### src/rtl/dsp_sched_pkg.sv
// Shared types and rate helpers for the DSP toggle-rate sequencer.
// Rates are percent of a 100-cycle window, carried in 7 bits.
package dsp_sched_pkg;

  localparam int RATE_W   = 7;
  localparam int RATE_MAX = 100;

  typedef logic [RATE_W-1:0] rate_t;

  typedef enum logic [2:0] {
    S_IDLE      = 3'd0,
    S_STAGGER   = 3'd1,
    S_RAMP_UP   = 3'd2,
    S_DWELL     = 3'd3,
    S_RAMP_DOWN = 3'd4,
    S_DONE      = 3'd5
  } state_e;

  function automatic rate_t rate_clamp(input rate_t r);
    return (r > rate_t'(RATE_MAX)) ? rate_t'(RATE_MAX) : r;
  endfunction

  // 8-bit sums so rate+step never wraps before the limit test
  function automatic rate_t rate_add(input rate_t r,
                                     input logic [7:0] step,
                                     input rate_t lim);
    logic [7:0] s;
    s = {1'b0, r} + step;
    return (s > {1'b0, lim}) ? lim : s[RATE_W-1:0];
  endfunction

  function automatic rate_t rate_sub(input rate_t r,
                                     input logic [7:0] step);
    logic [7:0] s;
    s = {1'b0, r} - step;
    return ({1'b0, r} > step) ? s[RATE_W-1:0] : '0;
  endfunction

endpackage

### src/rtl/dsp_sched_timer.sv
// Loadable down-counter; tc_o is high while the count sits at zero.
// One instance serves the stagger, step and dwell phases in turn.
module dsp_sched_timer #(
  parameter int W = 16
) (
  input  logic         clk,
  input  logic         rst,
  input  logic         load_i,
  input  logic [W-1:0] val_i,
  output logic         tc_o
);

  logic [W-1:0] cnt_q;
  logic [W-1:0] cnt_d;

  assign tc_o = (cnt_q == '0);

  always_comb begin
    cnt_d = cnt_q;
    if (load_i)     cnt_d = val_i;
    else if (!tc_o) cnt_d = cnt_q - W'(1);
  end

  always_ff @(posedge clk or posedge rst) begin
    if (rst) cnt_q <= '0;
    else     cnt_q <= cnt_d;
  end

endmodule

### src/rtl/dsp_toggle_sched.sv
// Power-stress sequencer: staggered group enable, rate ramp up,
// hold, ramp down; abort forces a controlled ramp-down.
module dsp_toggle_sched
  import dsp_sched_pkg::*;
#(
  parameter int NUM_GROUPS    = 4,
  parameter int RAMP_STEP     = 5,
  parameter int STEP_INTERVAL = 16,
  parameter int STAGGER_CYC   = 8,
  parameter int DWELL_W       = 16
) (
  input  logic                  clk,
  input  logic                  rst,
  input  logic                  cmd_valid,
  output logic                  cmd_ready,
  input  logic [6:0]            cmd_target,
  input  logic [DWELL_W-1:0]    cmd_dwell,
  input  logic                  abort,
  output logic [6:0]            toggle_rate,
  output logic [NUM_GROUPS-1:0] group_en,
  output logic                  busy,
  output logic                  done,
  output logic [2:0]            state_o
);

  localparam int SW =
    $clog2(STEP_INTERVAL + STAGGER_CYC) + 1;
  localparam int TW = (DWELL_W > SW) ? DWELL_W : SW;

  localparam logic [TW-1:0] STEP_LD = TW'(STEP_INTERVAL - 1);
  localparam logic [TW-1:0] STAG_LD = TW'(STAGGER_CYC - 1);
  localparam logic [7:0]    STEP8   = 8'(RAMP_STEP);
  localparam logic [NUM_GROUPS-1:0] EN0 = NUM_GROUPS'(1);

  state_e                 state_q;
  rate_t                  rate_q;
  rate_t                  tgt_q;
  logic [DWELL_W-1:0]     dwell_q;
  logic [NUM_GROUPS-1:0]  en_q;
  logic                   done_q;

  logic          ld;
  logic [TW-1:0] ld_val;
  logic          tc;
  logic          at_tgt;
  logic          dwell_tc;
  logic [TW-1:0] dwell_ld;

  assign at_tgt   = (rate_q == tgt_q);
  assign dwell_tc = (dwell_q != '0) && tc;
  assign dwell_ld = TW'(dwell_q) - TW'(1);

  // Reload on every phase entry and every step expiry
  always_comb begin
    ld     = 1'b0;
    ld_val = STEP_LD;
    unique case (state_q)
      S_IDLE: begin
        ld     = cmd_valid;
        ld_val = STAG_LD;
      end
      S_STAGGER: begin
        ld = abort | tc;
        if (!abort && !en_q[NUM_GROUPS-1])
          ld_val = STAG_LD;
      end
      S_RAMP_UP: begin
        ld = abort | at_tgt | tc;
        if (!abort && at_tgt)
          ld_val = dwell_ld;
      end
      S_DWELL:     ld = abort | dwell_tc;
      S_RAMP_DOWN: ld = tc;
      default:     ld = 1'b0;
    endcase
  end

  dsp_sched_timer #(.W(TW)) u_timer (
    .clk    (clk),
    .rst    (rst),
    .load_i (ld),
    .val_i  (ld_val),
    .tc_o   (tc)
  );

  always_ff @(posedge clk or posedge rst) begin
    if (rst) begin
      state_q <= S_IDLE;
      rate_q  <= '0;
      tgt_q   <= '0;
      dwell_q <= '0;
      en_q    <= '0;
      done_q  <= 1'b0;
    end else begin
      done_q <= 1'b0;
      unique case (state_q)
        S_IDLE: if (cmd_valid) begin
          tgt_q   <= rate_clamp(cmd_target);
          dwell_q <= cmd_dwell;
          en_q    <= EN0;
          state_q <= S_STAGGER;
        end
        S_STAGGER:
          if (abort) state_q <= S_RAMP_DOWN;
          else if (tc) begin
            if (en_q[NUM_GROUPS-1]) state_q <= S_RAMP_UP;
            else en_q <= (en_q << 1) | EN0;
          end
        S_RAMP_UP:
          if (abort) begin
            if (tc && !at_tgt)
              rate_q <= rate_add(rate_q, STEP8, tgt_q);
            state_q <= S_RAMP_DOWN;
          end else if (at_tgt) state_q <= S_DWELL;
          else if (tc) rate_q <= rate_add(rate_q, STEP8, tgt_q);
        S_DWELL:
          if (abort || dwell_tc) state_q <= S_RAMP_DOWN;
        S_RAMP_DOWN:
          if (rate_q == '0) begin
            en_q    <= '0;
            done_q  <= 1'b1;
            state_q <= S_DONE;
          end else if (tc) rate_q <= rate_sub(rate_q, STEP8);
        S_DONE:  state_q <= S_IDLE;
        default: state_q <= S_IDLE;
      endcase
    end
  end

  assign toggle_rate = rate_q;
  assign group_en    = en_q;
  assign busy        = (state_q != S_IDLE);
  assign cmd_ready   = (state_q == S_IDLE);
  assign done        = done_q;
  assign state_o     = state_q;

endmodule

### config.mk
export PLATFORM = sky130hd
export DESIGN_NAME = dsp_toggle_sched
export DESIGN_NICKNAME = d
export VERILOG_FILES = /design/src/rtl/dsp_sched_pkg.sv /design/src/rtl/dsp_sched_timer.sv /design/src/rtl/dsp_toggle_sched.sv
export SDC_FILE = /design/constraint.sdc
export NUM_CORES = 1
export LEC_CHECK = 0
export CORE_ASPECT_RATIO = 0.6
export CORE_MARGIN = 4
export CORE_UTILIZATION = 50
export CTS_BUF_LIST = sky130_fd_sc_hd__clkbuf_8
export CTS_CLUSTER_DIAMETER = 60
export CTS_CLUSTER_SIZE = 24
export DETAILED_ROUTE_END_ITERATION = 6
export PLACE_DENSITY = 0.73
export SETUP_SLACK_MARGIN = 0.05
export SYNTH_ARGS = -nofsm -noshare
export SYNTH_HDL_FRONTEND = slang
export SYNTH_SLANG_ARGS = --single-unit
export TNS_END_PERCENT = 5
### constraint.sdc
create_clock -name clk -period 2.9 [get_ports clk]
set_input_delay 0.435 -clock clk [delete_from_list [all_inputs] [get_ports clk]]
set_output_delay 0.435 -clock clk [all_outputs]
set_load 0.02 [all_outputs]
==> flow_metrics.tcl, run 1 <==
set metrics [dict create \
    outcome "finished clean" \
    synth_seq_cells 54 \
    synth_ff_type "dfrtp_1" \
    seqPwrFrac 0.349 \
    nNetsFinal 495 \
    clk_latency_ns 0.31 \
    synthArstFlopShare 1.000 \
    portBuffers 43 \
    clk_pin_slew_ns 0.10 \
    drc 0 \
    max_stage_delay_ns 0.62 \
    grt_use_total 0.2298 \
    wl_per_cell_um 17.13 \
    drive_gt1_frac 0.09692 \
    synth_edf_count 0 \
    total_power_w 0.003900 \
    pin_count 44 \
    syn_avg_cell_area_um2 8.655 \
    antenna_found_initial 0 \
    drv_slew 0 \
    grt_overflow 0 \
    reg2reg_from "u_timer.cnt_q[1]$_DFFE_PP0P_" \
    nFillCells 605 \
    setup_viol_count_final 0 \
    start_util 0.5176 \
    rsz0062_at_grt "no" \
    cts_tree "yes" \
    drt-total-wl_um 9265 \
    path_cells "inv_1 > ha_1 > or4b_4 > or4_4 > a2111oi_4 > buf_6 > mux2i_1 > o211ai_1" \
    hold_slack_ns 0.5288 \
    slowest_stage "or4_4" \
    cp-start-kind "register" \
    max_freq_mhz 366.9 \
    seq_area_um2 1351 \
    required_ns 3.08 \
    synth_fa_ha_area_frac 0.05407 \
    htreeDepth 2 \
    multi_input_area_um2 1998 \
    synth_top_cell_by_area "dfrtp_1" \
    period_share 0.9398 \
    ant_nets 0 \
    dr.first_iter.drc_count 251 \
    p_int_w 0.002142 \
    critPathLaunch "u_timer.cnt_q[1]$_DFFE_PP0P_" \
    fp.dieH_um 72.54 \
    root_buffer "clkbuf_8" \
    swShare 0.4507 \
    place.gp.congestion 0.9390 \
    synthTopCellsByCount "nand2_1 (68), dfrtp_1 (54), nor2_1 (27)" \
    skew_ns 0.004850 \
    pwr_density_cell_nw_per_um2 928.2 \
    syn2layout_area_growth_pct 21.05 \
    cts_made_buffers 5 \
    maxCapViolations 0 \
    leakage_nw 1.834 \
    reg2reg_depth 8 \
    grt_pass1_wl_um 15130 \
    worst-endpoint-arrival_ns 2.91 \
    crit_type "reg2reg" \
    ff2ff_setup_slack_ns 0.17 \
    core_area_um2 6705 \
    crit_path_end_kind "register" \
    power.net_switching_w 0.001757 \
    synth_compound_area_frac 0.1601 \
    vias_per_cell 5.815 \
    die_area_um2 8382 \
    yosys.area_share.simple 0.2347 \
    worst_slew_margin_rel 0.5392 \
    synth_top_family_by_area "simple AND/OR/NAND/NOR gates" \
    synthXorXnorAreaFrac 0.09841 \
    hold_path_class "reg2reg" \
    crit_end "toggle_rate[6]$_DFFE_PP0P_" \
    critPathTopFamily "simple AND/OR/NAND/NOR gates" \
    peakVddDrop_mv 0.4248 \
    worstPathMaxFanout 7 \
    hold_violations 0 \
    ys_warn_count 0 \
    yosysMostFrequentCell "nand2_1" \
    syn_area_um2 3471 \
    grt_start_max_net_pins 55 \
    synth_area_leaders "dfrtp_1 (39%), nand2_1 (7.4%), ha_1 (5.4%), xnor2_1 (5.3%), xor2_1 (4.5%)" \
    clkPwrFrac 0.131 \
    dr_total_vias 3146 \
    cp.buffers_inverters 2 \
    synthMuxAreaShare 0.02343 \
    clock-sinks 54 \
    synth-seq-area-share 0.3893 \
    reg2reg_to "toggle_rate[6]$_DFFE_PP0P_" \
    fin_tns_setup_ns 0 \
    p_comb_frac 0.520 \
    grt_pass1_vias 2984 \
    yosysUniqueCellTypes 51 \
    num_rows 23 \
    path_depth 8 \
    detailed_place_hpwl_um 7001 \
    synth_cells 401 \
    drt_first_pass_iters 5 \
    tightest_slew_ns 0.6912 \
    fp.dieW_um 115.6 \
    synth.top_cell.area_share 0.3893 \
    fin_crit_ns 2.725 \
    syn_nets 443 \
    num_antenna_cells 0 \
    clockBufferDepth 2 \
]
-- power by group through the flow --
stage                     logic (W)  registers, W  clock network [W]
after floorplan             0.00140       0.00127                  0
after global placement      0.00194       0.00135                  0
after detailed placement    0.00198       0.00136                  0
after CTS                   0.00200       0.00134           0.000524
after global routing        0.00225       0.00140           0.000556
final                       0.00203       0.00136           0.000511
-- per-layer routing --
layer  vias up  share of wire  global-route usage
met3         8          0.090             0.07250
met4         0         0.0066             0.04818
met2       119           0.41              0.3154
li1       1521              -                   -
met1      1498           0.49              0.3523
met5         -              0                   0
-- flip-flops by register name, summed over array words and instances, names as in the netlist --
register / flops
dwell_q: 16
u_timer.cnt_q: 16
tgt_q: 7
toggle_rate: 7
group_en: 4
state_o: 3
done: 1
-- through the flow --
stage / utilization / instance area, um^2 / instances / worst slack, ns
after floorplan: - / 3471 / 401 / 0.07886
after global placement: 0.6059 / 4063 / 531 / 0.1718
after detailed placement: 0.6059 / 4063 / 531 / 0.1011
after CTS: 0.6223 / 4173 / 539 / 0.05075
after global routing: 0.6266 / 4202 / 541 / 0.05743
final: 0.6266 / 4202 / 541 / 0.1747
-- cell families after synthesis --
kind of cell / after synthesis
and+or+nand+nor: 167
AOI/OAI and AO/OA: 83
DFF: 54
xor gates and xnor gates: 39
buffers and inverters: 35
adders and majority gates: 15
muxes: 8
-- worst register-to-register path, delay by kind of cell (launching register included) --
| family | cells | cell delay [ns] |
|---|---|---|
| and+or+nand+nor | 2 | 1.10 |
| AOI/OAI and AO/OA | 2 | 0.45 |
| DFF | 1 | 0.41 |
| buffers and inverters | 2 | 0.29 |
| muxes | 1 | 0.18 |
| adders and majority gates | 1 | 0.15 |
-- cells in the final DEF (no fill, tap or decap), types with 3 or more instances in the layout --
cell type        synthesis  final
nand2_1                 68     68
dfrtp_1                 54     54
clkdlybuf4s50_1          0     43
nor2_1                  27     27
xnor2_1                 21     21
o21ai_0                 19     19
inv_1                   19     18
xor2_1                  18     18
a21oi_1                 16     16
buf_4                    0     16
ha_1                    15     15
nor4_1                  14     14
o22ai_1                 11     11
nand3_1                 10     10
nor3_1                   9      9
mux2i_1                  7      7
or2_2                    5      5
o211ai_1                 5      5
clkbuf_8                 0      5
or4_1                    4      4
a211oi_1                 4      4
a21o_1                   4      4
or3_1                    4      4
and2_1                   3      3
nor2b_1                  3      3
nand2b_1                 3      3
nand4_1                  3      3
o21bai_1                 3      3
o21ai_1                  3      3
-- worst min-delay path by stage --
stage | start | endpoint | slack [ns] | depth (start not counted)
CTS | group_en[1]$_DFFE_PP0P_ | group_en[2]$_DFFE_PP0P_ | 0.53 | 2
floorplan | dwell_q[10]$_DFFE_PP0P_ | dwell_q[10]$_DFFE_PP0P_ | 0.48 | 2
finish | group_en[1]$_DFFE_PP0P_ | group_en[2]$_DFFE_PP0P_ | 0.53 | 2
global placement | group_en[0]$_DFFE_PP0P_ | group_en[1]$_DFFE_PP0P_ | 0.50 | 2
detailed placement | group_en[1]$_DFFE_PP0P_ | group_en[2]$_DFFE_PP0P_ | 0.51 | 2
global route | group_en[1]$_DFFE_PP0P_ | group_en[2]$_DFFE_PP0P_ | 0.56 | 2
-- what timing repair did --
action / CTS / global route
hold buffers: 0 / 0
endpoints found under the setup margin: 0 / 8
buffers inserted: 0 / 1
gates resized for setup: 0 / 4
-- final cells by class --
type                    count  share of cell area
clock buffers               5             0.01638
clock inverters             3            0.009827
inverters                  19             0.01697
multi-input cells         313              0.4756
flip-flops and latches     54              0.3216
well taps                  87             0.02591
repair buffers             60              0.1337
Power figures use the tool's default switching activity.
==> inputs of run 2 (changes only) <==
--- a/config.mk
+++ b/config.mk
@@ -7,13 +7,13 @@
 export LEC_CHECK = 0
 export CORE_ASPECT_RATIO = 0.6
 export CORE_MARGIN = 4
-export CORE_UTILIZATION = 50
+export CORE_UTILIZATION = 40
 export CTS_BUF_LIST = sky130_fd_sc_hd__clkbuf_8
 export CTS_CLUSTER_DIAMETER = 60
 export CTS_CLUSTER_SIZE = 24
 export DETAILED_ROUTE_END_ITERATION = 6
-export PLACE_DENSITY = 0.73
 export SETUP_SLACK_MARGIN = 0.05
+export SKIP_CTS_REPAIR_TIMING = 1
 export SYNTH_ARGS = -nofsm -noshare
 export SYNTH_HDL_FRONTEND = slang
 export SYNTH_SLANG_ARGS = --single-unit
==> constraint.sdc (replaced) <==
create_clock -name clk -period 2.2 [get_ports clk]
set_input_delay 0.33 -clock clk [delete_from_list [all_inputs] [get_ports clk]]
set_output_delay 0.33 -clock clk [all_outputs]
set_load 0.02 [all_outputs]
==> flow_metrics.tcl, run 2 (same netlist as run 1, synthesis figures left out) <==
set metrics [dict create \
    die_area_um2 10280 \
    hold_path_class "in2async" \
    max_freq_mhz 394.8 \
    dr.first_iter.drc_count 229 \
    htreeDepth 2 \
    reg2reg_depth 6 \
    portBuffers 43 \
    dr_total_vias 3445 \
    maxCapViolations 0 \
    grt_pass1_vias 3236 \
    fin_crit_ns 2.533 \
    mostFrequentLayoutCell "buf_4" \
    antenna_found_initial 0 \
    crit_path_end_kind "register" \
    reg2reg_from "u_timer.cnt_q[8]$_DFFE_PP0P_" \
    cp-start-kind "register" \
    required_ns 2.44 \
    violations "setup timing" \
    grt_use_total 0.2070 \
    drv_slew 0 \
    drt_first_pass_iters 4 \
    nNetsFinal 564 \
    dp.cells 619 \
    pin_count 44 \
    largestRegisters "dwell_q x16, u_timer.cnt_q x16" \
    cts_tree "yes" \
    pwr_density_cell_nw_per_um2 1214 \
    rsz0062_at_grt "yes" \
    setup_viol_count_final 17 \
    drt-total-wl_um 10650 \
    worst-endpoint-arrival_ns 2.78 \
    worstPathMaxFanout 4 \
    post-route-util 0.6101 \
    root_buffer "clkbuf_8" \
    drive_gt1_frac 0.2925 \
    setup_ws_ns -0.3327 \
    outcome "finished, violations left" \
    syn2layout_area_growth_pct 43.51 \
    nFillCells 707 \
    num_antenna_cells 0 \
    reg2reg_to "toggle_rate[4]$_DFFE_PP0P_" \
    final_cell_mix "buf_4 (83), nand2_1 (68), dfrtp_1 (47)" \
    detailed_place_hpwl_um 8298 \
    stdcell_count 631 \
    core_area_um2 8164 \
    fp.dieW_um 128.3 \
    hold_violations 0 \
    cts_made_buffers 5 \
    period_share 1.151 \
    drc 0 \
    grt_start_max_net_pins 31 \
    clockBufferDepth 2 \
    place.gp.congestion 0.9383 \
    ant_nets 0 \
    clock-sinks 54 \
    clk_pin_slew_ns 0.11 \
    clk_latency_ns 0.33 \
    peakVddDrop_mv 0.6307 \
    vias_per_cell 5.460 \
    worst_slew_margin_rel 0.5446 \
    fp.dieH_um 80.16 \
    num_rows 25 \
    tightest_slew_ns 0.6821 \
    leakage_nw 2.218 \
    ff2ff_setup_slack_ns -0.33 \
    start_util 0.4251 \
    skew_ns 0.01654 \
    grt_overflow 0 \
    hold_slack_ns 0.4101 \
    wl_per_cell_um 16.88 \
    grt_pass1_wl_um 16530 \
    crit_type "reg2reg" \
]
## run 2: worst max-delay path: stages (launching register included)
cell,delay [ns]
dfrtp_1,0.40
or4_4,0.56
or4_4,0.60
nor2_2,0.13
nand2_1,0.08
or4_1,0.55
o211ai_1,0.13
## run 2: report_power, final
group | total, W | switching (W) | internal [W]
clock | 0.000590 | 0.000369 | 0.000221
combinational | 0.00380 | 0.00198 | 0.00183
sequential | 0.00165 | 0.000323 | 0.00133
## run 2: final cells by class
| class | count | area [um^2] | area share |
|---|---|---|---|
| multi-input cells | 312 | 2215 | 0.4446 |
| clock buffers | 5 | 68.82 | 0.01382 |
| repair buffers | 130 | 1112 | 0.2233 |
| flip-flops and latches | 54 | 1360 | 0.2730 |
| clock inverters | 3 | 18.77 | 0.003768 |
| well taps | 108 | 135.1 | 0.02713 |
| inverters | 19 | 71.32 | 0.01432 |
## run 2: worst max-delay path by stage
stage | startpoint | endpoint | slack (ns) | depth (start not counted)
final | u_timer.cnt_q[8]$_DFFE_PP0P_ | toggle_rate[4]$_DFFE_PP0P_ | -0.33 | 6
after global routing | toggle_rate[0]$_DFFE_PP0P_ | toggle_rate[2]$_DFFE_PP0P_ | -0.42 | 11
after CTS | u_timer.cnt_q[11]$_DFFE_PP0P_ | state_o[1]$_DFFE_PP0P_ | -0.43 | 7
after detailed placement | u_timer.cnt_q[11]$_DFFE_PP0P_ | state_o[1]$_DFFE_PP0P_ | -0.40 | 7
after global placement | toggle_rate[0]$_DFFE_PP0P_ | toggle_rate[2]$_DFFE_PP0P_ | -0.33 | 10
after floorplan | u_timer.cnt_q[9]$_DFFE_PP0P_ | toggle_rate[6]$_DFFE_PP0P_ | -0.34 | 6
## run 2: layer usage
metal | track usage | part of all wire
met1 | 0.3337 | 0.51
met2 | 0.2705 | 0.38
met3 | 0.04983 | 0.092
met4 | 0.04237 | 0.012
met5 | 0 | 0
## run 2: stage by stage
| stage | cell area, um^2 | setup TNS, ns | setup WS (ns) | power, W |
|---|---|---|---|---|
| after floorplan | 3530 | -5.357 | -0.3361 | 0.003577 |
| after global placement | 4636 | -4.960 | -0.3250 | 0.005042 |
| after detailed placement | 4636 | -6.252 | -0.3982 | 0.005109 |
| after CTS | 4723 | -7.510 | -0.4291 | 0.005708 |
| after global routing | 4981 | -5.328 | -0.4183 | 0.006448 |
| final | 4981 | -3.696 | -0.3327 | 0.006045 |
